--- src/rtl/pipe_hazard_ctrl.sv ---
// pipe_hazard_ctrl: stall/bubble/flush sequencing for the 5-stage pipeline,
// covering load-use, redirects, multi-cycle divide occupancy and memory wait states.
module pipe_hazard_ctrl #(
    parameter int DIV_CYCLES  = 33,
    parameter int MEM_TIMEOUT = 255
) (
    input  logic       clk,
    input  logic       reset,
    input  logic [4:0] id_rs1_addr,
    input  logic [4:0] id_rs2_addr,
    input  logic       id_uses_rs1,
    input  logic       id_uses_rs2,
    input  logic [4:0] ex_rd_addr,
    input  logic       ex_memRead,
    input  logic       ex_is_div,
    input  logic       ex_PCSel,
    input  logic       ex_trapReq,
    input  logic       mem_req,
    input  logic       mem_ready,
    output logic       stall_if,
    output logic       stall_id,
    output logic       stall_ex,
    output logic       stall_mem,
    output logic       bubble_ex,
    output logic       bubble_mem,
    output logic       bubble_wb,
    output logic       flush_if_id,
    output logic       div_start,
    output logic       div_busy,
    output logic       mem_fault
);
    localparam int CW = DIV_CYCLES > 2 ? $clog2(DIV_CYCLES - 1) : 1;
    localparam int WW = $clog2(MEM_TIMEOUT + 1);
    localparam logic [CW-1:0] CNT_INIT = CW'(DIV_CYCLES - 2);
    localparam logic [WW-1:0] W_MAX    = WW'(MEM_TIMEOUT);
    localparam logic [WW-1:0] W_FLT    = WW'(MEM_TIMEOUT - 1);

    typedef enum logic [1:0] {IDLE, DIV, DIV_DONE} state_t;

    state_t        state_q, state_d;
    logic [CW-1:0] cnt_q, cnt_d;
    logic [WW-1:0] wait_q, wait_d;
    logic          fault_q, fault_d;
    logic          mstall, lu, redirect, start, div_run;

    assign mstall   = mem_req & ~mem_ready;
    assign redirect = ex_PCSel | ex_trapReq;
    assign lu       = ex_memRead & (ex_rd_addr != 5'd0) &
                      ((id_uses_rs1 & (id_rs1_addr == ex_rd_addr)) |
                       (id_uses_rs2 & (id_rs2_addr == ex_rd_addr)));
    assign start    = (state_q == IDLE) & ~mstall & ~redirect & ex_is_div;
    assign div_run  = (state_q == DIV) & (cnt_q != '0);

    always_ff @(posedge clk or negedge reset) begin
        if (!reset) begin
            state_q <= IDLE;
            cnt_q   <= '0;
            wait_q  <= '0;
            fault_q <= 1'b0;
        end else begin
            state_q <= state_d;
            cnt_q   <= cnt_d;
            wait_q  <= wait_d;
            fault_q <= fault_d;
        end
    end

    always_comb begin
        stall_if    = 1'b0;
        stall_id    = 1'b0;
        stall_ex    = 1'b0;
        stall_mem   = 1'b0;
        bubble_ex   = 1'b0;
        bubble_mem  = 1'b0;
        bubble_wb   = 1'b0;
        flush_if_id = 1'b0;
        div_start   = 1'b0;
        div_busy    = reset & (state_q != IDLE);
        mem_fault   = reset & mstall & (wait_q == W_FLT) & ~fault_q;
        fault_d     = mstall & (fault_q | mem_fault);
        wait_d      = mstall ? ((wait_q == W_MAX) ? wait_q : wait_q + WW'(1)) : '0;
        cnt_d       = start ? CNT_INIT : div_run ? cnt_q - CW'(1) : cnt_q;
        // A divide finishing under a memory stall parks in DIV_DONE until the release cycle
        state_d     = (state_q == IDLE) ? (start ? DIV : IDLE) :
                      div_run ? DIV : (mstall ? DIV_DONE : IDLE);
        if (reset) begin
            if (mstall) begin
                stall_if  = 1'b1;
                stall_id  = 1'b1;
                stall_ex  = 1'b1;
                stall_mem = 1'b1;
                bubble_wb = 1'b1;
            end else if (redirect) begin
                flush_if_id = 1'b1;
                bubble_ex   = 1'b1;
            end else if (start || div_run) begin
                div_start  = start;
                stall_if   = 1'b1;
                stall_id   = 1'b1;
                stall_ex   = 1'b1;
                bubble_mem = 1'b1;
            end else if (state_q == IDLE && lu) begin
                stall_if  = 1'b1;
                stall_id  = 1'b1;
                bubble_ex = 1'b1;
            end
        end
    end
endmodule

--- config.mk ---
export PLATFORM = sky130hd
export DESIGN_NAME = pipe_hazard_ctrl
export DESIGN_NICKNAME = d
export VERILOG_FILES = /design/src/rtl/pipe_hazard_ctrl.sv
export SDC_FILE = /design/constraint.sdc
export NUM_CORES = 1
export LEC_CHECK = 0
export CORE_MARGIN = 8
export CORE_UTILIZATION = 40
export DETAILED_ROUTE_END_ITERATION = 8
export PLACE_DENSITY = 0.77
export SYNTH_ARGS = -nofsm -noshare
export SYNTH_HDL_FRONTEND = slang
export SYNTH_SLANG_ARGS = --single-unit
export TNS_END_PERCENT = 30
--- constraint.sdc ---
create_clock -name clk -period 2.65 [get_ports clk]
set_input_delay 0.795 -clock clk [delete_from_list [all_inputs] [get_ports clk]]
set_output_delay 0.795 -clock clk [all_outputs]
set_load 0.01 [all_outputs]
==> impl_metrics.yaml, run 1 <==
outcome:
  status: "finished, violations left"
  violations: "negative setup slack"
cells_and_area:
  stdcell_count: 204
  num_antenna_cells: 0
  drive_gt1_share_pct: 27.6
  final_util_pct: 65.8
  nFillCells: 202
  nets: 205
  multiInputGateArea_um2: 681
  seqCellArea_um2: 400
  area_growth_pct: 55.3
  final_cell_mix: "buf_4 (19), nor2_1 (16), dfrtp_1 (16)"
  layout.cells.most_common: "buf_4"
sta:
  finalCritPeriodShare_pct: 115
  worst_slack_ns: -0.402
  slew_violations: 0
  setup_viol: 5
  slew_headroom_pct: 78.4
  fmax_ghz: 0.328
  fin_crit_ns: 3.05
  rsz0062_at_grt: "yes"
  max_slew.worst_pin.slew_ns: 0.323
  finalHoldViolCount: 0
  fin_skew_ns: 0.00197
synthesis:
  yosysSeqAreaShare_pct: 37.8
  syn_inst: 119
  synth-async-reset-ratio_pct: 100
  syn_nets: 148
  ys_ff_latch: 16
  syn_area_um2: 1060
  ys_warn_count: 0
  synth_flop_cell: "dfrtp_1"
  synth_edf_count: 0
  avgSynthCellArea_um2: 8.90
  ys_types: 34
worst_hold_path:
  min_path_cells: 2
  worstHoldPathType: "reg -> reg"
  hold_start: "fault_q"
  hold_path_end: "fault_q"
worst_setup_path:
  worstReg2RegEnd: "cnt_q[4]"
  rrSetupSlack_ns: 0.96
  required_ns: 1.86
  cp.arrival_ns: 2.26
  ff2ff_path_depth: 7
  worstSetupEndpointType: "primary output"
  rr_startpoint: "cnt_q[0]"
  crit_type: "reg -> out"
  startpoint: "cnt_q[0]"
  worstPathMaxFanout: 2
  critPathLaunchType: "register"
clock_tree:
  cts_root_buf: "clkbuf_4"
  tritoncts: "yes"
  cts_made_buffers: 3
  cts.sinks: 16
  path_clk_slew_ns: 0.09
  htree_levels: 1
  insertion_delay_ns: 0.29
  clk_path_buf_depth: 2
detailed_routing:
  wl_met1_mm: 1.31
  vias: 1081
  drc_errors: 0
  firstDrtPassIters: 4
  wl_met3_um: 317
  vias_per_cell: 5.30
  top_layer_used: "met4"
  routed_wl_mm: 2.97
  wl_per_cell_um: 14.6
  wl_met2_mm: 1.29
  ant_nets: 0
  first_iter_violations: 36
floorplan:
  num_rows: 18
  die_w_um: 67.4
  start_util_pct: 42.3
  die-area_um2: 4550
  coreArea_um2: 2500
  ioPinCount: 36
  die_h_um: 67.4
power:
  seq_power_share_pct: 34.3
  leakage_nw: 0.772
  power_density_nw_per_um2: 572
  vdd_drop_max_mv: 0.580
  comb_power_share_pct: 51.9
  power_w: 0.000941
  switchingPower_w: 0.000331
  p_sw_share_pct: 35.1
  p_int_w: 0.000610
  power.share.clock_pct: 13.8
flow_run:
  maxCapViolations: 0
placed_design:
  gp_congestion: 0.919
  portBuffers: 35
  dpl.cell_count: 199
  hpwl_mm: 2.29
global_route:
  grt_pass1_vias: 1081
  grtUsageTotal_pct: 13.3
  grt_max_degree: 19
  antenna_found_initial: 0
  grt_first_pass_wirelength_mm: 4.64
  grt-ovfl-total: 0
critical path, stage by stage (launching register included):
cell     delay [ns]
dfrtp_1        0.40
inv_2          0.08
ha_4           0.12
or4b_4         0.45
a22o_1         0.24
or4_4          0.42
o22ai_2        0.10
buf_2          0.15
through the flow:
step                      cell area (um2)  TNS (ns)  setup slack (ns)  hold slack, ns
after floorplan                      1060   -0.0366           -0.0366           0.466
after global placement               1560     -7.07            -0.861           0.485
after detailed placement             1560     -7.36            -0.885           0.497
after CTS                            1610     -1.37            -0.383           0.517
after global routing                 1640     -2.09            -0.467           0.562
final                                1640     -1.70            -0.402           0.513
registers in the layout, summed over array words and instances, names as in the netlist:
name and cells:
fault_q 1, wait_q 8, state_q 2, cnt_q 5
cell type report:
class / count / area share (%)
clock buffer: 3 / 1.37
tap: 30 / 2.28
sequential: 16 / 24.4
timing repair buffer: 56 / 29.5
inverter: 5 / 1.14
multi-input combinational: 94 / 41.4
power groups by stage:
stage / Clock [W] / Combinational [W] / Sequential, W
3_3_place_gp: 0 / 0.000414 / 0.000322
4_1_cts: 0.000132 / 0.000447 / 0.000321
3_5_place_dp: 0 / 0.000429 / 0.000325
6_report: 0.000130 / 0.000488 / 0.000323
2_1_floorplan: 0 / 0.000206 / 0.000326
5_1_grt: 0.000141 / 0.000540 / 0.000328
what timing repair did:
action / 4_1_cts / 5_1_grt
setup endpoints to repair: 11 / 9
resized for setup: 59 / 10
setup buffers: 1 / 1
hold buffers: 0 / 0
pin swaps: 3 / 3
kinds of logic (layout without fill, tap and decap cells):
kind of cell	after synthesis	after routing	share of synthesized area [%]
xor+xnor	17	17	14.1
fa+ha+maj	4	4	4.73
compound gates	16	16	11.5
flops	16	16	37.8
simple gates	57	57	27.2
buf+inv	9	64	4.73
cells in the mapped netlist (all sizes together), types with 2 or more instances:
| cell | number | area share [%] |
|---|---|---|
| nand3b | 2 | 1.4 |
| a211oi | 2 | 1.4 |
| nor3 | 2 | 0.95 |
| inv | 5 | 1.8 |
| xor2 | 11 | 9.1 |
| nand3 | 5 | 2.4 |
| or4 | 3 | 2.1 |
| o22ai | 2 | 1.8 |
| nor4 | 3 | 1.8 |
| o21ai | 2 | 0.95 |
| ha | 4 | 4.7 |
| xnor2 | 6 | 5.0 |
| o211a | 2 | 1.9 |
| buf | 4 | 3.0 |
| a31oi | 2 | 1.2 |
| a21oi | 2 | 0.95 |
| nand4 | 5 | 3.0 |
| nor2 | 19 | 6.7 |
| nand2 | 12 | 4.5 |
| dfrtp | 16 | 38 |
layer usage:
| layer | up-vias | track usage [%] |
|---|---|---|
| met2 | 49 | 21.3 |
| met5 | - | 0 |
| met4 | 0 | 6.01 |
| li1 | 533 | - |
| met1 | 492 | 16.3 |
| met3 | 7 | 3.64 |
worst max path at each step:
stage / endpoint / slack [ns] / depth (start not counted)
5_1_grt: bubble_ex / -0.47 / 7
3_5_place_dp: stall_if / -0.88 / 6
6_report: bubble_ex / -0.40 / 7
4_1_cts: bubble_ex / -0.38 / 7
2_1_floorplan: bubble_ex / -0.04 / 7
3_3_place_gp: stall_id / -0.86 / 6
Note: power is estimated with default switching activity, not from simulation.
==> run 2, diff against run 1 <==
--- a/config.mk
+++ b/config.mk
@@ -5,8 +5,10 @@
 export SDC_FILE = /design/constraint.sdc
 export NUM_CORES = 1
 export LEC_CHECK = 0
+export ABC_AREA = 0
 export CORE_MARGIN = 8
 export CORE_UTILIZATION = 40
+export CTS_CLUSTER_SIZE = 10
 export DETAILED_ROUTE_END_ITERATION = 8
 export PLACE_DENSITY = 0.77
 export SYNTH_ARGS = -nofsm -noshare
==> results of run 2 <==
Final layout, timing and power as in run 1 (identical DEF).
==> run 3, diff against run 2 <==
--- a/config.mk
+++ b/config.mk
@@ -6,6 +6,8 @@
 export NUM_CORES = 1
 export LEC_CHECK = 0
 export ABC_AREA = 0
+export ABC_CLOCK_PERIOD_IN_PS = 2650
+export CAP_MARGIN = 0
 export CORE_MARGIN = 8
 export CORE_UTILIZATION = 40
 export CTS_CLUSTER_SIZE = 10
==> results of run 3 <==
Final layout, timing and power as in run 1 (identical DEF).
